**src/rtl/mask_gen_pipe.sv**
```systemverilog
// mask_gen_pipe: 3-stage weighted colour-difference mask generator with valid/ready and per-frame match count.
// Build option MASK_HYST_EN adds threshold_lo and row hysteresis on the mask decision.
module mask_gen_pipe #(
    parameter int RW     = 5,
    parameter int GW     = 6,
    parameter int BW     = 5,
    parameter int XW     = 10,
    parameter int YW     = 10,
    parameter int WW     = 4,
    parameter int LAST_X = 639,
    parameter int LAST_Y = 479
) (
    input  logic              clk_25,
    input  logic              rst_n,
    input  logic [31:0]       threshold,
`ifdef MASK_HYST_EN
    input  logic [31:0]       threshold_lo,
`endif
    input  logic [WW-1:0]     w_r,
    input  logic [WW-1:0]     w_g,
    input  logic [WW-1:0]     w_b,
    input  logic              in_valid,
    output logic              in_ready,
    input  logic [XW-1:0]     sync_x,
    input  logic [YW-1:0]     sync_y,
    input  logic [RW-1:0]     ccd_r,
    input  logic [GW-1:0]     ccd_g,
    input  logic [BW-1:0]     ccd_b,
    input  logic [RW-1:0]     dvi_r,
    input  logic [GW-1:0]     dvi_g,
    input  logic [BW-1:0]     dvi_b,
    output logic              out_valid,
    input  logic              out_ready,
    output logic              mask,
    output logic [XW-1:0]     mask_x,
    output logic [YW-1:0]     mask_y,
    output logic              frame_done,
    output logic [XW+YW-1:0]  mask_count
);
    localparam int M  = (RW > GW) ? ((RW > BW) ? RW : BW) : ((GW > BW) ? GW : BW);
    localparam int TW = 2 * M + WW;
    localparam int SW = TW + 2;
    localparam int CW = XW + YW;

    function automatic logic [M-1:0] adiff(input logic [M-1:0] a, input logic [M-1:0] b);
        return (a > b) ? a - b : b - a;
    endfunction

    logic          en, xfer, last, mask_d;
    logic          v1_q, v2_q, ov_q, mask_q, fd_q;
    logic [M-1:0]  dr_d, dg_d, db_d, dr_q, dg_q, db_q;
    logic [TW-1:0] tr_d, tg_d, tb_d, tr_q, tg_q, tb_q;
    logic [XW-1:0] x1_q, x2_q, mx_q;
    logic [YW-1:0] y1_q, y2_q, my_q;
    logic [SW-1:0] sum;
    logic [CW-1:0] cnt_d, cnt_q, mc_q;

    // The whole pipe advances together, so a stall can neither drop nor duplicate a pixel.
    assign en       = ~ov_q | out_ready;
    assign in_ready = en;

    always_comb begin
        dr_d = adiff(M'(ccd_r) << (M - RW), M'(dvi_r) << (M - RW));
        dg_d = adiff(M'(ccd_g) << (M - GW), M'(dvi_g) << (M - GW));
        db_d = adiff(M'(ccd_b) << (M - BW), M'(dvi_b) << (M - BW));
        tr_d = TW'(dr_q) * TW'(dr_q) * TW'(w_r);
        tg_d = TW'(dg_q) * TW'(dg_q) * TW'(w_g);
        tb_d = TW'(db_q) * TW'(db_q) * TW'(w_b);
        sum  = SW'(tr_q) + SW'(tg_q) + SW'(tb_q);
    end

`ifdef MASK_HYST_EN
    logic hyst_q, prev_m;
    // With en high a valid output register is leaving now, so it is the previous pixel.
    assign prev_m = ov_q ? mask_q : hyst_q;
    assign mask_d = (x2_q == '0 || prev_m) ? (32'(sum) <= threshold) : (32'(sum) <= threshold_lo);

    always_ff @(posedge clk_25 or negedge rst_n)
        if (!rst_n)
            hyst_q <= 1'b1;
        else if (xfer)
            hyst_q <= mask_q;
`else
    assign mask_d = 32'(sum) <= threshold;
`endif

    always_ff @(posedge clk_25 or negedge rst_n)
        if (!rst_n) begin
            {v1_q, v2_q, ov_q} <= '0;
            {dr_q, dg_q, db_q} <= '0;
            {tr_q, tg_q, tb_q} <= '0;
            {x1_q, y1_q, x2_q, y2_q} <= '0;
            mask_q <= 1'b1;
            mx_q   <= '0;
            my_q   <= '0;
        end else if (en) begin
            v1_q <= in_valid;
            dr_q <= dr_d;
            dg_q <= dg_d;
            db_q <= db_d;
            x1_q <= sync_x;
            y1_q <= sync_y;
            v2_q <= v1_q;
            tr_q <= tr_d;
            tg_q <= tg_d;
            tb_q <= tb_d;
            x2_q <= x1_q;
            y2_q <= y1_q;
            ov_q <= v2_q;
            if (v2_q) begin
                mask_q <= mask_d;
                mx_q   <= x2_q;
                my_q   <= y2_q;
            end
        end

    assign xfer  = ov_q & out_ready;
    assign last  = xfer && mx_q == XW'(LAST_X) && my_q == YW'(LAST_Y);
    assign cnt_d = (mask_q && cnt_q != '1) ? cnt_q + 1'b1 : cnt_q;

    // The last pixel of a frame is counted into the latched total before the running count clears.
    always_ff @(posedge clk_25 or negedge rst_n)
        if (!rst_n) begin
            cnt_q <= '0;
            mc_q  <= '0;
            fd_q  <= 1'b0;
        end else begin
            fd_q <= last;
            if (xfer)
                cnt_q <= last ? '0 : cnt_d;
            if (last)
                mc_q <= cnt_d;
        end

    assign out_valid  = ov_q;
    assign mask       = mask_q;
    assign mask_x     = mx_q;
    assign mask_y     = my_q;
    assign frame_done = fd_q;
    assign mask_count = mc_q;
endmodule

```
**config.mk**
```make
export PLATFORM = sky130hd
export DESIGN_NAME = mask_gen_pipe
export DESIGN_NICKNAME = d
export VERILOG_FILES = /design/src/rtl/mask_gen_pipe.sv
export SDC_FILE = /design/constraint.sdc
export NUM_CORES = 1
export LEC_CHECK = 0
export BUFFER_PORTS_ARGS = -buffer_cell sky130_fd_sc_hd__buf_2
export CAP_MARGIN = 30
export CELL_PAD_IN_SITES_DETAIL_PLACEMENT = 1
export CELL_PAD_IN_SITES_GLOBAL_PLACEMENT = 1
export CORE_MARGIN = 3
export CORE_UTILIZATION = 47
export DETAILED_ROUTE_END_ITERATION = 8
export GPL_ROUTABILITY_DRIVEN = 0
export PLACE_DENSITY_LB_ADDON = 0.1
export SLEW_MARGIN = 10
export SYNTH_ARGS = -nofsm -noshare
export SYNTH_HDL_FRONTEND = slang
export SYNTH_SLANG_ARGS = --single-unit
```
**constraint.sdc**
```tcl
create_clock -name clk_25 -period 7.5 [get_ports clk_25]
set_input_delay 1.5 -clock clk_25 [delete_from_list [all_inputs] [get_ports clk_25]]
set_output_delay 1.5 -clock clk_25 [all_outputs]
set_load 0.01 [all_outputs]
```
# Word-level counts from Yosys, hierarchy flattened
# Cells that the tools add are included.
op_classes:
  n_addsub: 9
  multipliers: 6
  order_cmp: 4
  eq_ne: 3
  muxes: 5
  bitwise: 3
  n_reduce_logical: 4
op_table:
  columns: ["operator", "count"]
  rows:
  - ["12-bit by 4-bit multiplier with 16-bit output", 3]
  - ["20-bit 2-to-1 mux", 2]
  - ["6-bit by 6-bit multiplier with 12-bit output", 3]
  - ["6-bit subtractor", 6]
  - ["18-bit by 32-bit less-or-equal comparator with 1-bit output", 1]
  - ["20-bit by 1-bit adder with 20-bit output (second input constant)", 1]
  - ["20-bit != test (second input constant)", 1]
  - ["17-bit by 16-bit adder with 18-bit output", 1]
  - ["6-bit greater-than comparator", 3]
  - ["6-bit 2-to-1 mux", 3]
  - ["16-bit by 16-bit adder with 17-bit output", 1]
  - ["10-bit equality test (second input constant)", 1]
  - ["10-bit by 9-bit equality test with 1-bit output (second input constant)", 1]
  - ["1-bit logical AND", 3]
  - ["2-bit AND reduction", 1]
  - ["1-bit AND", 1]
  - ["1-bit NOT", 1]
  - ["1-bit OR", 1]
word_totals:
  ff_bits: 171

# Longest topological paths before layout
# Gate-level depths: netlist (run 1).
logic_depth:
  ltp_word: 4
  ltp_mapped: 27
  depth_no_buf: 26

# Worst setup path before layout (run 1)
# Ideal clock, no wire load.
synth_path:
  path_kind: "register to register"
  from: "reg dr_q[1]"
  to: "reg tr_q[14]"
  arrival_time_ns: 5.632
  path_slack_ns: 1.748
  stages_incl_launch_ff: 22
  n_path_buf: 1
  cell_sequence: "dfrtp_1 > clkbuf_1 > and2_1 > fa_1 > xnor2_1 > xnor2_1 > fa_1 > fa_1 > a21o_1 > a21oi_1 > xnor2_1 > and2_1 > fa_1 > inv_1 > fa_1 > inv_1 > ha_1 > o21a_1 > a2111oi_0 > nor4_1 > or3_1 > a31o_2"
synth_via:
  elab_chain_len: 2
synth_rtl:
  columns: ["element", "line_no", "rtl"]
  rows:
  - ["start: declaration", "51", "logic [M-1:0] dr_d, dg_d, db_d, dr_q, dg_q, db_q;"]
  - ["start signal: assignment", "98", "dr_q <= dr_d;"]
  - ["6-bit by 6-bit multiplier with 12-bit output", "66", "tr_d = TW'(dr_q) * TW'(dr_q) * TW'(w_r);"]
  - ["12-bit by 4-bit multiplier with 16-bit output", "66", null]
  - ["end signal: assignment", "104", "tr_q <= tr_d;"]
  - ["end: declaration", "52", "logic [TW-1:0] tr_d, tg_d, tb_d, tr_q, tg_q, tb_q;"]
# No other way between the ends.
# A chain may end at the register's enable or synchronous reset.

# Worst setup path in the final report (run 1)
# Same ends and word-level chain as after synthesis.

==> metrics.yaml, run 1 <==
run_status:
  status: "complete, no violations"
synthesis:
  avgSynthCellArea_um2: 8.79
  synth-seq-cells: 165
  synth_cells: 1637
  syn-cell-area_um2: 14400
  seq_area_frac_synth_pct: 28.7
  yosys_warnings: 0
  synth_edf_count: 0
  synth_fp_nets: 1973
  synth_cell_types: 62
  netlist_top_cells_area: "dfrtp_1 (29%), ha_1 (13%), fa_1 (11%)"
  synth_ff_type: "dfrtp_1"
  synth_largest_area_cell: "dfrtp_1"
  ys_async_sr_fraction_pct: 100
  synth_top_area_share_pct: 28.5
timing:
  rsz0062_at_grt: "no"
  tightestPinTransition_ns: 0.856
  slew_violations: 0
  hold_viol_final: 0
  setup_viol: 0
  fin_crit_sh_pct: 81.8
  timing.fmax_mhz: 163
  slew_headroom_pct: 42.7
  fin_worst_skew_ns: 0.0124
  fin_crit_ns: 6.13
  fin_setup_tns_ns: 0
finish:
  final_net_count: 2080
  antenna_cells: 0
  final_util_pct: 53.7
  area_growth_pct: 11.4
  drive_gt1_share_pct: 12.6
  fin_cells: 2147
routing:
  detail_route.wl_per_cell_um: 16.6
  finalWirelength_um: 35600
  drtIter0Drc: 471
  via_per_inst: 5.44
  drc_errors: 0
  drtAntennaViolNets: 0
  vias: 11680
  dr.pass1.iters: 4
grt:
  grt_util_all_layers_pct: 22.3
  grt_pass1_wl_um: 61200
  grt_antenna_before_repair: 0
  grt_pass1_vias: 12463
  grt_max_degree: 86
  grt_overflow: 0
placed_design:
  port_buffers: 143
  hpwlAfterDp_um: 27600
  place_inst: 2115
clock_network:
  cts.htree.levels: 4
  clockBufferDepth: 2
  cts_tree: "done"
  hold_buffers: 0
  cts.sinks: 165
  clkTransAtPathRegs_ns: 0.08
  post_cts_buffers: 0
  clk_latency_ns: 0.44
  cts_resized: 0
  cts_buffers: 17
  cts_root_buf: "clkbuf_16"
die:
  pin_count: 144
  rows: 63
  dieWidth_um: 181
  core_area_um2: 29900
  design.die.area_um2: 32800
  start_util_pct: 48.2
  die_h_um: 181
worst_setup_path:
  r2r_cells: 20
  cp.arrival_ns: 6.46
  critPathRequiredTime_ns: 7.83
  crit_fanout: 11
  worstSetupPathType: "flop to flop"
  cp-start-kind: "flop"
  end_kind: "flop"
flow_run:
  max_cap_viol_count: 0
worst_hold_path:
  hold_depth: 2
  hold_path.class: "flop to flop"
-- worst max-delay path: stages, from the launching register on --
cell	delay [ns]
dfrtp_1	0.51
and2_1	0.22
fa_1	0.43
xnor2_1	0.20
xnor2_1	0.17
fa_1	0.49
fa_1	0.47
a21o_1	0.20
a21oi_1	0.23
xnor2_1	0.16
and2_1	0.20
fa_1	0.48
inv_1	0.06
fa_1	0.54
inv_1	0.05
ha_1	0.34
o21a_1	0.15
a2111oi_0	0.46
nor4_1	0.12
or3_1	0.32
a31o_2	0.24
-- worst paths after layout --
check	to	slack [ns]	start
setup / recovery	tr_q[14]	1.37	dr_q[1]
hold / removal	x1_q[2]	0.47	x1_q[2]
min in group asynchronous	mask_count[3]	1.13	rst_n
max in group asynchronous	tg_q[11]	5.18	rst_n
hold reg to reg	x1_q[2]	0.47	x1_q[2]
setup reg to reg	tr_q[14]	1.37	dr_q[1]
-- metal layers --
layer	up-vias	wire (µm)	global-route usage [%]
li1	5713	-	-
met1	5793	16700	29.7
met2	144	17400	39.3
met3	30	982	3.02
met4	0	438	4.17
met5	-	0	0
-- synth_stat cells, types with 18 or more instances --
cell type / n
a21o_1: 29
o31ai_1: 18
nor2_1: 78
nor2b_1: 22
nand3_1: 31
mux2_2: 25
xnor2_1: 37
dfrtp_1: 164
xor2_1: 28
o21ai_0: 83
fa_1: 81
and2_1: 104
ha_1: 155
a21oi_1: 76
inv_1: 161
nand2_1: 280
clkbuf_1: 41
-- logic make-up (layout without fill, tap and decap cells) --
logic type | after synthesis | count (layout) | share of synthesized area (%)
simple gates | 608 | 608 | 20.2
compound gates | 304 | 304 | 13.4
fa+ha+maj | 236 | 236 | 24.7
buf+inv | 223 | 343 | 6.25
flops | 165 | 165 | 28.7
xor+xnor | 65 | 65 | 3.96
mux | 36 | 36 | 2.72
-- placed cells by master, fill, tap and decap left out, drive strengths merged, types with 5 or more instances in the layout --
cell type,Yosys,final
o22ai,9,9
and3,7,7
or3,10,10
nand2b,12,12
mux2,25,25
nand4,15,15
a2111oi,6,6
dfrtp,164,164
nand3,31,31
nor4,5,5
a21oi,76,76
nor2,78,78
xor2,28,28
o21ai,90,90
nor3,17,17
a31oi,7,7
o21a,11,11
mux2i,11,11
nand4b,7,7
fa,81,81
a21o,29,29
o31ai,18,18
buf,20,150
ha,155,155
clkinv,0,7
and2,104,104
inv,161,169
a221oi,5,5
nor2b,22,22
nor3b,5,5
a211oi,19,19
clkbuf,41,17
o211ai,6,6
nand2,280,280
xnor2,37,37
nand3b,7,7
-- final cells by class --
| cell class | instances | area [µm²] |
|---|---|---|
| clock buffers | 17 | 425 |
| clock inverters | 15 | 211 |
| fillers | 3596 | 13800 |
| inverters | 161 | 607 |
| multi-input cells | 1249 | 9370 |
| flip-flops and latches | 165 | 4130 |
| well taps | 390 | 488 |
| repair buffers | 150 | 802 |
-- flip-flops by register name (all words and copies together), names as in the netlist, 14 cells and up --
name / cells
cnt_q: 20
mask_count: 20
tb_q: 14
tg_q: 16
tr_q: 14
-- metrics by stage --
stage | instance area [µm²] | hold slack, ns | setup WS, ns
floorplan | 14400 | 0.433 | 1.75
global placement | 15400 | 0.446 | 1.61
detailed placement | 15400 | 0.452 | 1.39
CTS | 16000 | 0.471 | 1.34
global route | 16000 | 0.494 | 0.822
finish | 16000 | 0.468 | 1.37
Power of run 1 is left out: the tool's default activity adds up to more than one toggle a clock period on the data nets, which glitch-free logic cannot reach.
==> inputs of run 2 (changes only) <==
--- a/config.mk
+++ b/config.mk
@@ -10,7 +10,7 @@
 export CELL_PAD_IN_SITES_DETAIL_PLACEMENT = 1
 export CELL_PAD_IN_SITES_GLOBAL_PLACEMENT = 1
 export CORE_MARGIN = 3
-export CORE_UTILIZATION = 47
+export CORE_UTILIZATION = 42
 export DETAILED_ROUTE_END_ITERATION = 8
 export GPL_ROUTABILITY_DRIVEN = 0
 export PLACE_DENSITY_LB_ADDON = 0.1
==> constraint.sdc (replaced) <==
create_clock -name clk_25 -period 5.16 [get_ports clk_25]
set_input_delay 1.032 -clock clk_25 [delete_from_list [all_inputs] [get_ports clk_25]]
set_output_delay 1.032 -clock clk_25 [all_outputs]
set_load 0.01 [all_outputs]
==> run 2 against run 1 <==
Net effect: the run now ends with setup timing left; final cell count rose by 9.0%; global-route usage fell by 1.2 points; critical path depth did not move; register-to-register slack got worse by 1.6 ns; non-clock buffer count rose by 134; worst hold slack got worse by 0.045 ns; first-iteration DRC count fell by 10%; clock skew rose by 0.0015 ns; worst setup slack got worse by 1.6 ns; clock-buffer cell count did not move.
==> metrics.yaml, run 2 (synthesis gave the netlist of run 1 again) <==
timing:
  fin_setup_tns_ns: -1.59
  slew_violations: 0
  fin_crit_sh_pct: 105
  hold_viol_final: 0
  fin_worst_skew_ns: 0.0139
  finalWorstSetupSlack_ns: -0.267
  timing.fmax_mhz: 184
  setup_viol: 11
  tightestPinTransition_ns: 0.817
  fin_crit_ns: 5.43
  rsz0062_at_grt: "yes"
  slew_headroom_pct: 45.6
die:
  rows: 67
  design.die.area_um2: 36500
  dieWidth_um: 191
  core_area_um2: 33600
  start_util_pct: 42.8
  pin_count: 144
  die_h_um: 191
routing:
  finalWirelength_um: 38200
  detail_route.wl_per_cell_um: 16.3
  via_per_inst: 5.22
  top_layer_used: "met5"
  met1_length_um: 17800
  drc_errors: 0
  routed-wl-met3_um: 1070
  vias: 12211
  drtIter0Drc: 423
  wl_met2_um: 18900
  dr.pass1.iters: 4
  drtAntennaViolNets: 0
worst_setup_path:
  critPathLaunch: "dr_q[4]"
  path_depth: 20
  crit_chain: "and2_4, fa_1, xnor2_1, xnor2_1, fa_1, fa_2, a21o_1, a21oi_2, xnor2_1, and2_1, fa_1, inv_1, fa_1, inv_2, ha_4, o21a_1, a2111oi_4, nor4_2, or3_1, a31o_2"
  rr_startpoint: "dr_q[4]"
  r2r_cells: 20
  path_delay_family: "adder cells"
  r2r-end: "tr_q[14]"
  crit_end: "tr_q[14]"
  worstSetupPathType: "flop to flop"
  cp_slowest_cell: "fa_1"
  end_kind: "flop"
  cp-start-kind: "flop"
  crit_fanout: 2
  slowest_delay_ns: 0.52
  crit_path_frequent_cell: "fa_1"
  reg2reg_slack_ns: -0.27
  critPathRequiredTime_ns: 5.50
  crit_buf_inv: 2
  cp.arrival_ns: 5.77
finish:
  mostFrequentLayoutCell: "nand2_1"
  final_net_count: 2214
  nFillCells: 3955
  mostFrequentLayoutCells: "nand2_1 (275), dfrtp_1 (163), inv_1 (145)"
  drive_gt1_share_pct: 26.5
  fin_cells: 2340
  area_growth_pct: 25.0
grt:
  grt_overflow: 0
  grt_pass1_vias: 13111
  grt_antenna_before_repair: 2
  grt_max_degree: 102
  grt_util_all_layers_pct: 21.1
  grt_pass1_wl_um: 63700
clock_network:
  clockBufferDepth: 2
  clkTransAtPathRegs_ns: 0.08
  hold_buffers: 0
  clk_latency_ns: 0.44
  cts.sinks: 165
  cts_buffers: 17
  cts_root_buf: "clkbuf_16"
  cts.htree.levels: 4
  cts_tree: "done"
run_status:
  violations: "setup timing"
  status: "complete, but fails checks"
placed_design:
  port_buffers: 143
  place_inst: 2276
  hpwlAfterDp_um: 28700
flow_run:
  max_cap_viol_count: 0
worst_hold_path:
  hold_path.class: "input port to asynchronous set/reset pin"
[run 2: cell count changes in the layout (fill, tap and decap cells not counted), sizes merged]
cell / change
clkinvlp: +1
diode: +1
buf: +134
clkinv: -1
inv: -1
bufinv: +1
[run 2: through the flow]
step	hold WS, ns	util, %	area [µm²]	setup slack (ns)
6_report	0.423	53.5	18000	-0.267
5_1_grt	0.414	53.5	18000	-0.511
4_1_cts	0.474	52.3	17600	-0.274
3_5_place_dp	0.453	48.9	16400	-0.380
3_3_place_gp	0.445	48.9	16400	-0.205
2_1_floorplan	0.433	-	14700	-0.154
[run 2: layer usage]
metal	GRT usage [%]	vias to the layer above
li1	-	5969
met1	28.3	6053
met2	37.0	158
met3	2.38	29
met4	4.12	2
met5	0	-
[run 2: timing repair]
item	in CTS	in global routing
gates resized for setup	70	79
pin swaps	74	57
setup endpoints to repair	15	20
setup buffers	26	10
cloned	0	0
[run 2: final cells by class]
type / instances / area [µm²] / share of cell area [%]
Antenna cell: 1 / 2.50 / 0.0139
Clock buffer: 17 / 425 / 2.36
Clock inverter: 15 / 204 / 1.13
Inverter: 161 / 607 / 3.37
Multi-Input combinational cell: 1249 / 10200 / 56.9
Sequential cell: 165 / 4130 / 23.0
Tap cell: 448 / 561 / 3.11
Timing Repair Buffer: 284 / 1830 / 10.2
[run 2: how the worst min path moves through the flow]
| stage | end | cells after the start |
|---|---|---|
| finish | mask_count[19] | 1 |
| global route | mask_count[19] | 1 |
| CTS | x2_q[0] | 2 |
| detailed placement | x2_q[0] | 2 |
| global placement | x2_q[3] | 2 |
| floorplan | x2_q[0] | 2 |
[run 2: worst reg2reg max path, delay by kind of cell, from the launching register on]
family / cells / cell delay [ns]
fa+ha+maj: 6 / 2.60
compound gates: 5 / 1.13
simple gates: 4 / 0.72
xor+xnor: 3 / 0.40
flops: 1 / 0.38
buf+inv: 2 / 0.10
Power of run 2 is left out for the same reason.
==> inputs of run 3 (changes only) <==
--- a/config.mk
+++ b/config.mk
@@ -13,7 +13,7 @@
 export CORE_UTILIZATION = 42
 export DETAILED_ROUTE_END_ITERATION = 8
 export GPL_ROUTABILITY_DRIVEN = 0
-export PLACE_DENSITY_LB_ADDON = 0.1
+export PLACE_DENSITY_LB_ADDON = 0.2
 export SLEW_MARGIN = 10
 export SYNTH_ARGS = -nofsm -noshare
 export SYNTH_HDL_FRONTEND = slang
==> run 3 against run 2 <==
Net effect: the run still ends with setup timing left; worst hold slack better by 0.040 ns; die area unchanged; register-to-register slack worse by 0.06 ns; highest routed layer is now met4.
==> metrics.yaml, run 3 (synthesis gave the netlist of run 1 again) <==
clock_network:
  hold_buffers: 0
  cts_buffers: 17
  cts.htree.levels: 4
  clk_latency_ns: 0.45
  cts_tree: "done"
  clockBufferDepth: 2
  clkTransAtPathRegs_ns: 0.08
  cts.sinks: 165
  cts_root_buf: "clkbuf_16"
routing:
  detail_route.wl_per_cell_um: 17.3
  drtAntennaViolNets: 0
  dr.pass1.iters: 6
  drc_errors: 0
  finalWirelength_um: 40400
  vias: 12379
  drtIter0Drc: 448
  via_per_inst: 5.29
die:
  dieWidth_um: 191
  core_area_um2: 33600
  start_util_pct: 42.8
  rows: 67
  die_h_um: 191
  design.die.area_um2: 36500
  pin_count: 144
finish:
  mostFrequentLayoutCell: "nand2_1"
  area_growth_pct: 25.6
  final_net_count: 2214
  drive_gt1_share_pct: 27.1
  mostFrequentLayoutCells: "nand2_1 (277), dfrtp_1 (163), inv_1 (146)"
grt:
  grt_pass1_vias: 13245
  grt_antenna_before_repair: 0
  grt_pass1_wl_um: 66000
  grt_max_degree: 90
  grt_util_all_layers_pct: 22.1
  grt_overflow: 0
timing:
  timing.fmax_mhz: 182
  fin_crit_sh_pct: 106
  fin_crit_ns: 5.49
  setup_viol: 13
  slew_violations: 0
  slew_headroom_pct: 45.2
  fin_setup_tns_ns: -2.35
  hold_viol_final: 0
  rsz0062_at_grt: "yes"
  fin_worst_skew_ns: 0.0118
  finalWorstSetupSlack_ns: -0.325
  tightestPinTransition_ns: 0.822
flow_run:
  max_cap_viol_count: 0
worst_setup_path:
  slowest_delay_ns: 0.56
  critPathRequiredTime_ns: 5.50
  cp-start-kind: "flop"
  cp_slowest_cell: "fa_2"
  worstSetupPathType: "flop to flop"
  cp.arrival_ns: 5.83
  crit_fanout: 4
  end_kind: "flop"
  crit_chain: "and2_4, inv_2, fa_2, fa_1, fa_2, ha_4, a21o_1, a21oi_4, o21ai_2, nor2_2, xnor2_2, and2_4, fa_1, inv_2, fa_2, inv_2, ha_4, a21o_1, a21oi_2, o21ai_0, o21ai_2, mux2i_1, nand2_1"
run_status:
  violations: "setup timing"
  status: "complete, but fails checks"
placed_design:
  port_buffers: 143
  hpwlAfterDp_um: 29400
worst_hold_path:
  hold_path.class: "flop to flop"
## run 3: cell types whose count changed in the layout (fill, tap and decap cells not counted), moves of 3 or more
cell,before,now
buf_6,7,10
inv_8,6,3
xnor2_2,6,10
ha_4,19,23
nor2_2,7,10
ha_1,132,129
nor2_1,70,65
xnor2_1,29,26
## run 3: critical path: cells and delay by family (launching register included)
family,cells,cell delay (ns)
flip-flops,1,0.39
XOR/XNOR,1,0.11
AND/OR/NAND/NOR,4,0.57
buffers and inverters,3,0.13
AO/OA/AOI/OAI,7,1.02
multiplexers,1,0.19
adder cells (fa/ha/maj),7,2.96
## run 3: worst paths after layout
check                        start             to  slack [ns]  cells past startpoint
max in group asynchronous    rst_n        dg_q[2]        3.37                      2
min in group asynchronous    rst_n  mask_count[9]        0.63                      1
max                        dg_q[1]       tg_q[15]       -0.33                     23
min reg2reg                x2_q[8]        x2_q[8]        0.46                      2
min                        x2_q[8]        x2_q[8]        0.46                      2
max reg2reg                dg_q[1]       tg_q[15]       -0.33                     23
## run 3: through the flow
| step | instances | util [%] | hold slack (ns) | area [µm²] | setup slack [ns] |
|---|---|---|---|---|---|
| floorplan | 1637 | - | 0.433 | 14700 | -0.154 |
| global placement | 2275 | 48.9 | 0.446 | 16400 | -0.194 |
| detailed placement | 2276 | 48.9 | 0.452 | 16400 | -0.391 |
| CTS | 2324 | 52.4 | 0.469 | 17600 | -0.347 |
| global route | 2339 | 53.8 | 0.492 | 18100 | -0.538 |
| finish | 2340 | 53.8 | 0.462 | 18100 | -0.325 |
## run 3: cell type report
class	count	area (µm²)
antenna	1	2.50
clock inverter	15	199
sequential	165	4130
timing repair buffer	284	1820
tap	448	561
inverter	161	607
fill	3959	15500
multi-input combinational	1249	10300
clock buffer	17	425
## run 3: metal layers
layer	share of wire [%]	track usage, %
met1	44	28.5
met2	51	39.5
met3	2.9	2.00
met4	2.0	6.66
met5	0	0
## run 3: timing repair
item,4_1_cts,5_1_grt
gates cloned,0,0
resized for setup,83,83
hold endpoints to repair,0,0
pin swaps,66,79
buffers inserted,16,16
setup endpoints to repair,16,21
Power of run 3 is left out for the same reason.
